===== src/rtl/param_ring_counter_pkg.sv =====
// param_ring_counter_pkg: mode encoding and seed helper shared by the ring/Johnson counter.
package param_ring_counter_pkg;
  typedef enum logic {RC_RING = 1'b0, RC_JOHNSON = 1'b1} rc_mode_e;
  localparam int RC_MAX_W = 64;
  function automatic logic [RC_MAX_W-1:0] rc_seed(input rc_mode_e mode, input int width, input int init_pos);
    logic [RC_MAX_W-1:0] mask;
    mask = (width >= RC_MAX_W) ? '1 : ((RC_MAX_W'(1) << width) - RC_MAX_W'(1));
    return (mode == RC_JOHNSON) ? '0 : ((RC_MAX_W'(1) << init_pos) & mask);
  endfunction
endpackage


===== src/rtl/param_ring_counter_legal.sv =====
// rc_legal_check: flags codes that are neither one-hot (ring) nor a single-run Johnson code.
module rc_legal_check
  import param_ring_counter_pkg::*;
#(
  parameter int WIDTH = 4
) (
  input  logic [WIDTH-1:0] cnt,
  input  rc_mode_e         mode,
  output logic             illegal
);
  always_comb
    illegal = (mode == RC_JOHNSON) ? ($countones(cnt[WIDTH-2:0] ^ cnt[WIDTH-1:1]) > 1)
                                   : ($countones(cnt) != 1);
endmodule


===== src/rtl/param_ring_counter.sv =====
// param_ring_counter: ring/Johnson counter with load, wrap pulse and illegal flag.
// PARAM_RING_COUNTER_SELF_CORRECT_EN: a count step on an illegal code reloads the seed.
module param_ring_counter
  import param_ring_counter_pkg::*;
#(
  parameter int WIDTH    = 4,
  parameter int INIT_POS = 0
) (
  input  logic             clk,
  input  logic             ori,
  input  logic             en,
  input  logic             mode,
  input  logic             dir,
  input  logic             load,
  input  logic [WIDTH-1:0] load_val,
  output logic [WIDTH-1:0] cnt,
  output logic             wrap,
  output logic             illegal
);
  rc_mode_e         mode_in, mode_q;
  logic [WIDTH-1:0] cnt_q, cnt_d, seed_in, seed_q, step, nxt;
  logic             wrap_q, wrap_d, jq, nxt_wrap;
  assign mode_in = rc_mode_e'(mode);
  assign seed_in = WIDTH'(rc_seed(mode_in, WIDTH, INIT_POS));
  assign seed_q  = WIDTH'(rc_seed(mode_q, WIDTH, INIT_POS));
  assign jq      = (mode_q == RC_JOHNSON);
  // Johnson differs from ring only by inverting the bit that wraps around
  assign step = dir ? {cnt_q[WIDTH-2:0], cnt_q[WIDTH-1] ^ jq}
                    : {cnt_q[0] ^ jq, cnt_q[WIDTH-1:1]};
  rc_legal_check #(.WIDTH(WIDTH)) u_legal (
    .cnt     (cnt_q),
    .mode    (mode_q),
    .illegal (illegal)
  );
  always_comb begin
`ifdef PARAM_RING_COUNTER_SELF_CORRECT_EN
    nxt      = illegal ? seed_q : step;
    nxt_wrap = !illegal && (step == seed_q);
`else
    nxt      = step;
    nxt_wrap = (step == seed_q);
`endif
    cnt_d  = load ? load_val : (mode_in != mode_q) ? seed_in : en ? nxt : cnt_q;
    wrap_d = !load && (mode_in == mode_q) && en && nxt_wrap;
  end
  always_ff @(posedge clk) begin
    if (ori) begin
      cnt_q  <= seed_in;
      mode_q <= mode_in;
      wrap_q <= 1'b0;
    end else begin
      cnt_q  <= cnt_d;
      mode_q <= mode_in;
      wrap_q <= wrap_d;
    end
  end
  assign cnt  = cnt_q;
  assign wrap = wrap_q;
endmodule


===== config.mk =====
export PLATFORM = sky130hd
export DESIGN_NAME = param_ring_counter
export DESIGN_NICKNAME = d
export VERILOG_FILES = /design/src/rtl/param_ring_counter_pkg.sv /design/src/rtl/param_ring_counter_legal.sv /design/src/rtl/param_ring_counter.sv
export SDC_FILE = /design/constraint.sdc
export NUM_CORES = 1
export LEC_CHECK = 0
export ABC_AREA = 1
export CORE_AREA = 2 2 39 41
export DETAILED_ROUTE_END_ITERATION = 8
export DIE_AREA = 0 0 41 43
export PLACE_DENSITY = 0.8
export SLEW_MARGIN = 40
export SYNTH_ARGS = -nofsm -noshare
export SYNTH_HDL_FRONTEND = slang
export SYNTH_SLANG_ARGS = --single-unit

===== constraint.sdc =====
create_clock -name clk -period 5.82 [get_ports clk]
set_input_delay 1.455 -clock clk [delete_from_list [all_inputs] [get_ports clk]]
set_output_delay 1.455 -clock clk [all_outputs]
set_load 0.05 [all_outputs]

=== Word-level counts from Yosys, hierarchy flattened ===
Index checks and enable logic that the tools add are counted.

* Bits in registers: 6
* Input port bits: 10
* Output and inout port bits: 6
* Word-level logic and storage cells: 29

* Add/sub/neg operators: 5
* Magnitude comparators: 1
* Eq/ne operators: 4
* Multiplexer cells: 8
* Bitwise gates (word level): 3
* Reductions and logical operators: 5

{| class="wikitable"
|+ Operators by type and width
! operator !! count
|-
| 32-bit by 1-bit adder with 32-bit output || 1
|-
| 32-bit adder || 1
|-
| 32-bit by 2-bit greater-than comparator with 1-bit output, second input constant || 1
|-
| 32-bit by 2-bit != test with 1-bit output, second input constant || 1
|-
| 4-bit 2-to-1 mux || 5
|-
| 1-bit by 1-bit adder with 2-bit output || 3
|-
| 4-bit by 1-bit equality test with 1-bit output || 1
|-
| 4-bit nonzero test || 1
|-
| 1-bit logical AND || 3
|-
| 1-bit 2-to-1 mux || 3
|-
| 3-bit XOR || 1
|-
| 1-bit XOR || 2
|-
| 1-bit equality test || 1
|-
| 1-bit logical NOT || 1
|-
| 1-bit != test || 1
|}

=== Longest topological paths before layout ===
* Depth in word-level cells: 6
* Mapped depth: 8

=== Modules after synthesis ===
From an unflattened synthesis, not the netlist that was laid out.

* Cells, all modules: 73
* Area total of the unflattened synthesis: 505.5 um^2

{| class="wikitable"
|+ By module, submodules not included
! module !! instances !! cells each !! area each (um^2) !! seq. area each (um^2)
|-
| param_ring_counter || 1 || 56 || 389.1 || 160.2
|-
| rc_legal_check || 1 || 17 || 116.4 || 0.0
|}

=== Least setup slack after synthesis ===
Ideal clock, no wire load.

* Kind: flip-flop to output port
* Start point: reg cnt_q[2] (netlist: cnt[2])
* End point: out illegal
* Arrival time: 2.162 ns
* Data required time: 4.365 ns
* Path slack: 2.203 ns
* Cell stages (with the launch flop): 6
* Cells stage by stage: edfxtp_1 -> ha_1 -> ha_1 -> fa_1 -> o32ai_1 -> inv_1

* Cells in the longest elaborated chain, start to end: 5
* Elaborated cells between the ends (all ways): 8
* Those cells by class: add/sub: 4; order compare: 1; eq/ne: 1; mux: 1; bitwise: 1

{| class="wikitable"
|+ RTL lines
! element !! line !! text
|-
| from (decl) || param_ring_counter.sv:21 || <nowiki>logic [WIDTH-1:0] cnt_q, cnt_d, seed_in, seed_q, step, nxt;</nowiki>
|-
| from (signal assigned) || param_ring_counter.sv:48 || <nowiki>cnt_q <= seed_in;</nowiki>
|-
| from (signal assigned) || param_ring_counter.sv:52 || <nowiki>cnt_q <= cnt_d;</nowiki>
|-
| 3-bit XOR || param_ring_counter_legal.sv:12 || <nowiki>illegal = (mode == RC_JOHNSON) ? ($countones(cnt[WIDTH-2:0] ^ cnt[WIDTH-1:1]) > 1)</nowiki>
|-
| 1-bit by 1-bit adder with 2-bit output || param_ring_counter_legal.sv:12 ||
|-
| 32-bit by 1-bit adder with 32-bit output || param_ring_counter_legal.sv:12 ||
|-
| 32-bit by 2-bit greater-than comparator with 1-bit output || param_ring_counter_legal.sv:12 ||
|-
| 1-bit 2-to-1 mux * || param_ring_counter_legal.sv:12 ||
|-
| to (decl) || param_ring_counter.sv:18 || <nowiki>output logic illegal</nowiki>
|}

Mark *: on every way between the ends. The rest lies on a longest branch, timed or not.

=== Worst setup path after layout ===
Ends and elaborated chain as after synthesis.

==> reports/metrics.cfg <==
[critical_path]
critPathLaunch=cnt[2]
critPathBufInv=2
cp_common_cell=ha_1
crit_cells=6
r2r-end=cnt[2]
rr_startpoint=jq
setup.worst_path.end=illegal
worstRegToRegCells=5
cp.arrival_ns=2.75
crit_type=flip-flop to primary output
crit_fanout=5
crit_path_start_kind=flip-flop
slowest_stage=clkdlybuf4s50_1
endpoint_kind=primary output
r2r_setup_slack_ns=4.39
cpLargestDelayFamily=adder cells
slowest_delay_ns=0.70
worstPathRequired_ns=4.37
cp_cell_sequence=ha_1 > ha_1 > fa_1 > o32ai_1 > inv_1 > clkdlybuf4s50_1

[run]
max_cap_violations=0

[sta]
finalHoldViolCount=0
period_share_pct=72.2
final.setup.worst_slack_ns=1.62
fin_crit_ns=4.20
tightest_slew_ns=0.499
max-slew-margin-rel_pct=66.6
holdWs_ns=0.641
rsz0062_at_grt=false
setup_viol=0
finalMaxSlewViolations=0
finalClockSkew_ns=0.00439
clock.fmax_ghz=0.238
setup-tns-final_ns=0

[synth]
syn_area_um2=509
syn_area_per_cell_um2=7.49
synth_top_family_by_area=simple AND/OR/NAND/NOR gates
synth_compound_area_share_pct=7.62
synth-xor-area-share_pct=1.72
ys_warn_count=0
synth-simple-area-share_pct=34.9
synth_cells=68
seq_area_frac_synth_pct=31.4
synthAdderAreaFrac_pct=16.2
ys_seq_elements=6
syn-num-nets=84
ys_types=21
synthMuxAreaShare_pct=0

[clocking]
cts_tree=yes
post-cts-setup-buffers=0
worstSkewPairLatency_ns=0.25
cts_buffer_depth=2
hold_buffers=0
cts_resized=0
clk_pin_slew_ns=0.04
clock-sinks=6
htree_levels=1
root_buffer=clkbuf_4
cts-buffers-inserted=3

[routing]
viasPerCell=4.61
ant_nets=0
drc=0
firstDrtPassIters=4
drt_iter0_drc=15
wl_per_cell_um=9.66
vias=475
finalWirelength_um=995

[die]
start_util_pct=36.8
io_pins=16
rows=14
placeableCoreArea_um2=1380
die-height_um=43
die-area_um2=1760
die_x_um=41

[power]
powerDensity_nw_per_um2=228
max-vdd-ir-drop_uv=106
power_mw=0.161
leakagePower_nw=0.347

[layout]
final_util_pct=51.0
nFillCells=141
design_area_um2=706
drive_above_1_share_pct=14.9
num_antenna_cells=0
final_cells=103
syn_to_final_growth_pct=38.6
final_nets=104

[grt]
gr-total-overflow=0
grt_first_pass_wirelength_um=1860
grt_usage_pct=16.0
grt_pass1_vias=463
grt_max_degree=7
antenna_found_initial=0

[place]
pre_cts_ws_ns=1.88
port_buffers=15
dpl_cell_area_um2=679
dp_hpwl_um=840
place_inst=99
place.gp.congestion=0.757

[run_status]
status=finished clean

[min_path]
holdCritPathClass=flip-flop to flip-flop

[worst min-delay path, delay by kind of cell, from the launching register on]
family | cells | cell delay [ns]
AND/OR/NAND/NOR | 2 | 0.14
buffers and inverters | 1 | 0.12
flip-flops | 1 | 0.34
[layout by cell type (no fill, tap or decap)]
cell / Yosys / layout
a21boi_1: 1 / 1
a21o_1: 1 / 1
a21oi_1: 1 / 1
clkbuf_1: 0 / 1
clkbuf_4: 0 / 3
clkdlybuf4s50_1: 0 / 15
dfxtp_1: 2 / 2
edfxtp_1: 4 / 4
fa_1: 1 / 1
ha_1: 5 / 5
inv_1: 7 / 7
inv_2: 4 / 4
nand2_1: 24 / 24
nand2_2: 1 / 1
nand2_4: 1 / 1
nand3_1: 4 / 4
nand3_2: 1 / 1
nand3b_1: 1 / 1
nor2_1: 2 / 2
nor2_2: 3 / 3
o21ai_0: 2 / 2
o32ai_1: 1 / 1
or2_1: 1 / 1
xor2_1: 1 / 1
[worst min path at each step]
stage,to,slack [ns],start,cells after the start
floorplan,wrap,0.56,jq,3
global placement,wrap,0.63,jq,3
detailed placement,wrap,0.63,jq,3
CTS,wrap,0.65,jq,3
global route,wrap,0.72,jq,3
finish,wrap,0.64,jq,3
[final cells by class]
cell class | count | area, µm² | area share [%]
inverter | 11 | 41.3 | 5.85
clock buffer | 4 | 26.3 | 3.72
tap | 16 | 20.0 | 2.84
sequential | 6 | 160 | 22.7
timing repair buffer | 15 | 150 | 21.3
multi-input combinational | 51 | 308 | 43.6
[kinds of logic after synthesis]
family | after synthesis
adders and majority gates | 6
AOI/OAI and AO/OA | 6
xor gates and xnor gates | 1
buffers and inverters | 11
DFF | 6
and+or+nand+nor | 38
[synth_stat cells (all sizes together)]
cell / number / area share [%]
nand2: 26 / 21
inv: 11 / 8.1
ha: 5 / 12
nand3: 5 / 5.9
nor2: 5 / 5.2
edfxtp: 4 / 24
dfxtp: 2 / 7.9
o21ai: 2 / 2.0
a21boi: 1 / 1.5
a21o: 1 / 1.5
a21oi: 1 / 0.98
fa: 1 / 3.9
nand3b: 1 / 1.5
o32ai: 1 / 1.7
or2: 1 / 1.2
xor2: 1 / 1.7
[power by group]
| part | internal (mW) | switching, mW | total (mW) |
|---|---|---|---|
| logic | 0.0265 | 0.0385 | 0.0651 |
| clock network | 0.0261 | 0.0169 | 0.0430 |
| registers | 0.0492 | 0.00382 | 0.0531 |
| total | 0.102 | 0.0592 | 0.161 |
[sequential cells by signal, indices dropped and copies added (netlist names)]
register	cells
cnt	4
jq	1
wrap	1
[per-layer routing]
layer	up-vias	global-route usage (%)	share of wire, %
li1	255	-	-
met1	202	18.8	44
met2	16	24.1	50
met3	2	3.14	4.4
met4	0	12.0	1.4
met5	-	0	0
Power figures use the tool's default switching activity.
